--- config.mk ---
export PLATFORM = sky130hd
export DESIGN_NAME = pe_traffic_sink
export DESIGN_NICKNAME = d
export VERILOG_FILES = /design/src/rtl/noc_flit_pkg.sv /design/src/rtl/pe_lat_accum.sv /design/src/rtl/pe_traffic_sink.sv
export SDC_FILE = /design/constraint.sdc
export NUM_CORES = 1
export LEC_CHECK = 0
export CORE_AREA = 5 5 188 190
export CTS_BUF_LIST = sky130_fd_sc_hd__clkbuf_4
export DETAILED_ROUTE_END_ITERATION = 10
export DIE_AREA = 0 0 193 195
export GPL_TIMING_DRIVEN = 0
export PLACE_DENSITY = 0.66
export SYNTH_ARGS = -nofsm -noshare
export SYNTH_HDL_FRONTEND = slang
export SYNTH_SLANG_ARGS = --single-unit
--- constraint.sdc ---
create_clock -name clk -period 6.48 [get_ports clk]
set_input_delay 0.972 -clock clk [delete_from_list [all_inputs] [get_ports clk]]
set_output_delay 0.972 -clock clk [all_outputs]
set_load 0.01 [all_outputs]
--- src/rtl/noc_flit_pkg.sv ---
// Flit layout and sink FSM encoding shared by the NoC traffic harness blocks.
package noc_flit_pkg;
    localparam int FLIT_W    = 38;
    localparam int VALID_BIT = 37;
    localparam int TAIL_BIT  = 36;
    localparam int DEST_LSB  = 33;
    localparam int TS_MSB    = 31;

    typedef enum logic [1:0] {
        RUN    = 2'd0,
        FLUSH  = 2'd1,
        REPORT = 2'd2,
        FIN    = 2'd3
    } sink_state_e;
endpackage

--- src/rtl/pe_lat_accum.sv ---
// Per-packet latency (counter - tx timestamp, mod 2^32) with saturating sum and min/max tracking.
module pe_lat_accum (
    input  logic        clk,
    input  logic        rst,
    input  logic [31:0] i_counter,
    input  logic [31:0] i_ts,
    input  logic        i_update,
    output logic [47:0] o_lat_sum,
    output logic [31:0] o_lat_min,
    output logic [31:0] o_lat_max
);
    logic [31:0] lat;
    logic [48:0] sum_ext;
    logic [47:0] sum_q, sum_d;
    logic [31:0] min_q, min_d;
    logic [31:0] max_q, max_d;

    always_comb begin
        lat     = i_counter - i_ts;
        sum_ext = {1'b0, sum_q} + {17'b0, lat};
        sum_d   = sum_q;
        min_d   = min_q;
        max_d   = max_q;
        if (i_update) begin
            sum_d = sum_ext[48] ? '1 : sum_ext[47:0];
            min_d = (lat < min_q) ? lat : min_q;
            max_d = (lat > max_q) ? lat : max_q;
        end
    end

    // min resets to all-ones so an empty run reports the "no data" sentinel
    always_ff @(posedge clk or negedge rst) begin
        if (!rst) begin
            sum_q <= '0;
            min_q <= '1;
            max_q <= '0;
        end else begin
            sum_q <= sum_d;
            min_q <= min_d;
            max_q <= max_d;
        end
    end

    assign o_lat_sum = sum_q;
    assign o_lat_min = min_q;
    assign o_lat_max = max_q;
endmodule

--- src/rtl/pe_traffic_sink.sv ---
// Receive end of the PE traffic interface: destination check, packet/misroute counting,
// ready throttling and the done -> flush -> report sequence.
module pe_traffic_sink
    import noc_flit_pkg::*;
#(
    parameter int ADDRESS      = 0,
    parameter int ADDR_W       = 3,
    parameter int READY_PERIOD = 0,
    parameter int QUIET_CYCLES = 16
) (
    input  logic              clk,
    input  logic              rst,
    input  logic [FLIT_W-1:0] i_data,
    input  logic              i_data_valid,
    output logic              o_data_ready,
    input  logic              done,
    output logic [31:0]       o_pkt_count,
    output logic [47:0]       o_lat_sum,
    output logic [31:0]       o_lat_min,
    output logic [31:0]       o_lat_max,
    output logic [15:0]       o_misroute,
    output logic              o_report_valid,
    output logic              o_finished
);
    localparam logic [ADDR_W-1:0] ADDR_V     = ADDR_W'(ADDRESS);
    localparam logic [31:0]       STALL_LAST = 32'(READY_PERIOD - 1);
    localparam logic [31:0]       QUIET_LAST = 32'(QUIET_CYCLES - 1);

    sink_state_e state_q, state_d;
    logic [31:0] counter_q, counter_d;
    logic [31:0] stall_q, stall_d;
    logic [31:0] quiet_q, quiet_d;
    logic [31:0] pkt_count_q, pkt_count_d;
    logic [15:0] misroute_q, misroute_d;
    logic        done_q;
    logic        ready;
    logic        xfer;
    logic        dest_ok;
    logic        stats_open;
    logic        pkt_upd;

    wire unused_rsvd = i_data[32];

    always_comb begin
        stall_d = '0;
        ready   = 1'b1;
        if (READY_PERIOD > 0) begin
            if (stall_q == STALL_LAST) begin
                ready = 1'b0;
            end else begin
                stall_d = stall_q + 32'd1;
            end
        end
    end

    always_comb begin
        counter_d   = counter_q + 32'd1;
        xfer        = i_data_valid & ready;
        dest_ok     = i_data[VALID_BIT] && (i_data[DEST_LSB +: ADDR_W] == ADDR_V);
        stats_open  = (state_q == RUN) || (state_q == FLUSH);
        pkt_upd     = xfer && dest_ok && i_data[TAIL_BIT] && stats_open;
        pkt_count_d = pkt_count_q;
        misroute_d  = misroute_q;
        if (pkt_upd && (pkt_count_q != '1)) begin
            pkt_count_d = pkt_count_q + 32'd1;
        end
        // misroutes keep counting even after the report has been issued
        if (xfer && !dest_ok && (misroute_q != '1)) begin
            misroute_d = misroute_q + 16'd1;
        end
    end

    always_comb begin
        state_d = state_q;
        quiet_d = quiet_q;
        unique case (state_q)
            RUN: begin
                if (done && !done_q) begin
                    state_d = FLUSH;
                    quiet_d = '0;
                end
            end
            FLUSH: begin
                if (xfer) begin
                    quiet_d = '0;
                end else if (quiet_q == QUIET_LAST) begin
                    state_d = REPORT;
                end else begin
                    quiet_d = quiet_q + 32'd1;
                end
            end
            REPORT:  state_d = FIN;
            FIN:     state_d = FIN;
            default: state_d = RUN;
        endcase
    end

    // done_q resets high so a done already asserted at reset release is not an edge
    always_ff @(posedge clk or negedge rst) begin
        if (!rst) begin
            state_q     <= RUN;
            counter_q   <= '0;
            stall_q     <= '0;
            quiet_q     <= '0;
            pkt_count_q <= '0;
            misroute_q  <= '0;
            done_q      <= 1'b1;
        end else begin
            state_q     <= state_d;
            counter_q   <= counter_d;
            stall_q     <= stall_d;
            quiet_q     <= quiet_d;
            pkt_count_q <= pkt_count_d;
            misroute_q  <= misroute_d;
            done_q      <= done;
        end
    end

    pe_lat_accum u_lat_accum (
        .clk       (clk),
        .rst       (rst),
        .i_counter (counter_q),
        .i_ts      (i_data[TS_MSB:0]),
        .i_update  (pkt_upd),
        .o_lat_sum (o_lat_sum),
        .o_lat_min (o_lat_min),
        .o_lat_max (o_lat_max)
    );

    assign o_data_ready   = ready;
    assign o_pkt_count    = pkt_count_q;
    assign o_misroute     = misroute_q;
    assign o_report_valid = (state_q == REPORT);
    assign o_finished     = (state_q == FIN);
endmodule

# [Word-level counts from Yosys, hierarchy flattened]
# Cells that the tools add are included.
[totals] word_cells=55 regBits=227 output_inout_bits=163 input_bits=42
[op_classes] n_eq_ne=10 mux=9 n_reduce_logical=19 addsub=6 magnitude_cmp=2
[ops] operator="32-bit by 1-bit adder with 32-bit output (second input constant)" count=3
[ops] operator="32-bit 2-to-1 mux" count=3
[ops] operator="32-bit case mux with 2 select lines" count=1
[ops] operator="48-bit by 32-bit adder with 49-bit output" count=1
[ops] operator="48-bit 2-to-1 mux" count=1
[ops] operator="32-bit by 4-bit equality test with 1-bit output (second input constant)" count=1
[ops] operator="32-bit > comparator" count=1
[ops] operator="32-bit < comparator" count=1
[ops] operator="32-bit inequality test (second input constant)" count=1
[ops] operator="32-bit subtractor" count=1
[ops] operator="16-bit by 1-bit adder with 16-bit output (second input constant)" count=1
[ops] operator="16-bit inequality test (second input constant)" count=1
[ops] operator="1-bit logical AND" count=8
[ops] operator="2-bit 2-to-1 mux" count=3
[ops] operator="2-bit case mux with 3 select lines" count=1
[ops] operator="3-bit AND reduction" count=2
[ops] operator="2-bit equality test (second input constant)" count=2
[ops] operator="2-bit by 1-bit inequality test with 1-bit output (second input constant)" count=2
[ops] operator="2-bit AND reduction" count=2
[ops] operator="3-bit logical NOT" count=1
[ops] operator="3-bit inequality test (second input constant)" count=1
[ops] operator="2-bit by 1-bit equality test with 1-bit output (second input constant)" count=1
[ops] operator="1-bit logical NOT" count=2
[ops] operator="2-bit logical NOT" count=1
[ops] operator="other kinds (4)" count=4

# [Logic depth before layout (Yosys ltp)]
[logic_depth] depth_word=6 mapped_depth=25

# [Hierarchy]
# A second synthesis with hierarchy kept.
[hier_totals] cells_unflattened=1610 hier_area_um2=14991.9
[by_module_without_submodules] module="pe_lat_accum" area_each_um2=9471.6 cells_per_inst=1061 instances=1 seq_area_each_um2=2842.7
[by_module_without_submodules] module="pe_traffic_sink" area_each_um2=5520.3 cells_per_inst=549 instances=1 seq_area_each_um2=2879.0

# [Least setup slack after synthesis]
# No wires, ideal clock.
[synth_path] path_kind="input to register" startpoint="in i_data[0]" endpoint="reg u_lat_accum.sum_q[37] (netlist: u_lat_accum.o_lat_sum[37])" arrival_time_ns=5.160 t_required_ns=6.355 n_path_buf=3 setup_ns=0.125 cell_stages=22 setup_slack_ns=1.195 cell_sequence="ha_1 > inv_1 > fa_1 > a211oi_1 > o21ai_0 > a22oi_1 > o21ai_0 > a211oi_1 > xnor2_1 > ha_1 > and3_1 > clkbuf_1 > a211o_1 > o221ai_1 > o2111ai_1 > o2111ai_1 > a21o_1 > or2_1 > buf_2 > buf_6 > nand2_1 > mux2_2"
[synth_via] elab_chain_cells=3
[synth_rtl] item="start, declared" line_no="pe_traffic_sink.sv:13" source="input logic [FLIT_W-1:0] i_data,"
[synth_rtl] item="32-bit subtractor" line_no="pe_lat_accum.sv:19" source="lat = i_counter - i_ts;"
[synth_rtl] item="net u_lat_accum.lat[16]" line_no="pe_lat_accum.sv:12" source="logic [31:0] lat;"
[synth_rtl] item="48-bit by 32-bit adder with 49-bit output" line_no="pe_lat_accum.sv:20" source="sum_ext = {1'b0, sum_q} + {17'b0, lat};"
[synth_rtl] item="48-bit 2-to-1 mux" line_no="pe_lat_accum.sv:25" source="sum_d = sum_ext[48] ? '1 : sum_ext[47:0];"
[synth_rtl] item="end signal, assigned" line_no="pe_lat_accum.sv:38" source="sum_q <= sum_d;"
[synth_rtl] item="end, declared" line_no="pe_lat_accum.sv:14" source="logic [47:0] sum_q, sum_d;"
# The timed path passes the listed nets, and every way through them passes these cells.
# A chain may end at the register's enable or synchronous reset.

# [Worst setup path after layout]
[layout_path] startpoint="in i_data[0]" endpoint="reg u_lat_accum.max_q[29] (netlist: u_lat_accum.o_lat_max[29])"
[layout_via] elab_chain_cells=3
[layout_rtl] item="32-bit subtractor" line_no="pe_lat_accum.sv:19"
[layout_rtl] item="net u_lat_accum.lat[30]" line_no="pe_lat_accum.sv:12"
[layout_rtl] item="32-bit > comparator" line_no="pe_lat_accum.sv:27" source="max_d = (lat > max_q) ? lat : max_q;"
[layout_rtl] item="2-bit AND reduction (no line)"
[layout_rtl] item="end signal, assigned" line_no="pe_lat_accum.sv:40" source="max_q <= max_d;"
[layout_rtl] item="end, declared" line_no="pe_lat_accum.sv:16" source="logic [31:0] max_q, max_d;"
# The timed path passes the listed nets, and every way through them passes these cells.

==> impl_metrics.toml <==
[run_status]
outcome = "finished, final reports clean"

[yosys]
yosysWarningCount = 0
syn_area_per_cell_um2 = 9.40
synth_compound_area_share_pct = 15.7
synth_enable_flop_cells = 0
synth_top_family_by_area = "simple AND/OR/NAND/NOR gates"
async_flop_share_pct = 100
synthMuxAreaShare_pct = 3.72
yosys.area_share.simple_pct = 16.4
synth_flop_cell = "dfrtp_1"
synth_top_cell_area_share_pct = 33.4
synth_area_leaders = "dfrtp_1 (33%), ha_1 (11%), xnor2_1 (6.4%)"
yosysSeqAreaShare_pct = 39.4
synth_area_leader_cell = "dfrtp_1"
synth_nets = 1721
synth_area_mm2 = 0.0145
ys_types = 69
synthCells = 1547
ys_seq_elements = 227
synth_xor_area_share_pct = 9.22
yosys.area_share.adder_pct = 11.5

[sta]
fin_crit_sh_pct = 95.2
fin_skew_ps = 26.5
max_slew.worst_pin.slew_ps = 857
slew_violations = 0
fmax_mhz = 162
setup_ws_ps = 311
rsz0062_at_grt = "false"
setup_viol = 0
whs_ps = 253
max_slew_margin_pct = 42.7
period_needed_ps = 6170
fin_tns_setup_ps = 0
hold_viol = 0

[detailed_routing]
dr_wl_met3_um = 2850
routedWlPerCell_um = 16.9
ant_nets = 0
wl_met1_um = 17100
first_iter_violations = 633
vias = 12400
met2_length_um = 18300
highest_layer = "met4"
drc = 0
dr.pass1.iters = 5
wl_um = 39300
viasPerCell = 5.36

[global_routing]
grt_max_degree = 86
track_usage_pct = 20.6
grt_pass1_wl_um = 63300
grt_pass1_vias = 12500
antenna_found_initial = 1
overflow = 0

[setup_path]
path_delay_family = "compound AO/OA/AOI/OAI gates"
crit_path_end_kind = "flop"
worstSetupPathDepth = 20
cp_slowest_stage_delay_ps = 520
reg2reg_to = "u_lat_accum.o_lat_max[29]"
crit_fanout = 10
reg2reg_depth = 20
critical-path-slowest-cell = "clkbuf_1"
critPathRequiredTime_ps = 7030
crit_start = "i_data[0]"
cp-start-kind = "input port"
cp-endpoint = "u_lat_accum.o_lat_max[29]"
r2r_start = "counter_q[0]"
worstPathCellList = "clkdlybuf4s50_1 > ha_1 > inv_1 > fa_1 > a211oi_1 > o21ai_0 > a22oi_2 > nor3_1 > o211ai_1 > nand4_1 > nand2_1 > o21ai_0 > xnor2_2 > ha_1 > nand4_1 > nor4_2 > o31ai_1 > a21boi_0 > clkbuf_1 > mux2_2"
ff2ff_setup_slack_ps = 510
path_class = "in2reg"
crit_arrival_ps = 6720
crit_buf_inv = 3

[placed_design]
placed_cell_area_mm2 = 0.0172
dp_cells = 2199
io_buffers = 202
gp_congestion = 0.877
dpl.hpwl_um = 29900
place_ws_ps = -962

[cells_and_area]
drive_gt1_share_pct = 12.1
fin_cells = 2323
final_common_cell = "clkdlybuf4s50_1"
seq_area_mm2 = 0.00572
utilization_pct = 54.4
fin_area_mm2 = 0.0181
fin_nets = 1996
n_fill_cell = 3074
most-common-layout-cells = "clkdlybuf4s50_1 (201), dfrtp_1 (194), nand2_1 (148)"
multiInputGateArea_mm2 = 0.00824
area_growth_syn_to_layout_pct = 24.5

[clock_network]
cts_num_sinks = 227
cts_buffers = 69
hold_buffers = 0
cts_tree = "done"
clk_pin_slew_ps = 60
clock_path_buffers = 3
clkLatencyLatePin_ps = 680
htree_levels = 3
post_cts_buffers = 0
cts-root-buf = "clkbuf_4"

[hold_path]
hold_path_class = "in2async"

[floorplan]
start_util_pct = 43.7
die_area_mm2 = 0.0376
die_h_um = 195
pin_count = 205
core_area_mm2 = 0.0333
die_x_um = 193
fp-row-count = 67

[power_and_ir_drop]
clkPwrFrac_pct = 29.2
switching_share_pct = 34.2
cellLeakagePower_nw = 8.34
switching_power_mw = 1.69
pwr-share-seq_pct = 36.1
comb_power_share_pct = 34.7
p_int_mw = 3.25
ir_drop_v = 0.000128
total_power_mw = 4.94
p_per_area_mw_per_mm2 = 273

[job]
maxCapViolCount = 0
==> cells by family (layout without fill, tap and decap cells) <==
logic type | Yosys count | after routing
AOI/OAI and AO/OA | 353 | 353
xor gates and xnor gates | 153 | 153
adders and majority gates | 132 | 132
buffers and inverters | 152 | 479
DFF | 227 | 227
muxes | 48 | 48
other | 1 | 2
and+or+nand+nor | 481 | 481
==> power by group through the flow <==
stage / clock [mW] / sequential, mW / combinational (mW)
after detailed placement: 0 / 1.81 / 1.72
after global routing: 1.59 / 1.81 / 1.90
after floorplan: 0 / 1.84 / 0.979
final: 1.44 / 1.78 / 1.71
after CTS: 1.51 / 1.79 / 1.73
after global placement: 0 / 1.81 / 1.68
==> sequential cells by signal, indices dropped and copies added, names as in the netlist <==
signal / count
u_lat_accum.o_lat_sum: 48
counter_q: 32
o_pkt_count: 32
quiet_q: 32
u_lat_accum.o_lat_max: 32
u_lat_accum.o_lat_min: 32
o_misroute: 16
state_q: 2
done_q: 1
==> how the worst min path moves through the flow <==
stage,to,slack [ps],depth (start not counted)
after floorplan,quiet_q[2],460,1
after global placement,o_pkt_count[17],480,1
after detailed placement,o_pkt_count[29],480,1
after CTS,counter_q[0],200,1
after global routing,u_lat_accum.o_lat_max[7],250,1
final,counter_q[7],250,1
==> layer usage <==
metal / GRT usage, % / vias up
met5: 0 / -
met1: 26.5 / 5931
met4: 6.66 / 0
li1: - / 6119
met3: 5.32 / 77
met2: 33.9 / 321
==> cells in the mapped netlist, drive strengths merged (5+ instances only) <==
master,n
dfstp,33
nor2b,9
inv,113
nor2,91
a31oi,19
nand4,41
a21oi,88
o31ai,5
o21ai,84
a21o,52
dfrtp,194
o21bai,6
o22a,27
mux2,48
nand3,69
nand2,148
nand2b,6
and4,17
o21a,18
ha,130
and2,7
buf,10
and3,39
xor2,46
o211ai,8
xnor2,107
clkbuf,29
or2,6
nor3,21
a211oi,10
nor4,10
or3,5
==> what timing repair did <==
action / in CTS / in global routing
pin swaps: 0 / 0
resized for setup: 2 / 6
endpoints found under the setup margin: 31 / 30
==> final cells by class <==
cell class / count / share of cell area [%]
Clock buffer: 109 / 4.52
Clock inverter: 14 / 0.435
Buffer: 39 / 0.968
Antenna cell: 1 / 0.0138
Sequential cell: 227 / 31.6
Tap cell: 448 / 3.10
Timing Repair Buffer: 204 / 11.5
Multi-Input combinational cell: 1168 / 45.5
Inverter: 113 / 2.34
Note: power is estimated with default switching activity, not from simulation.
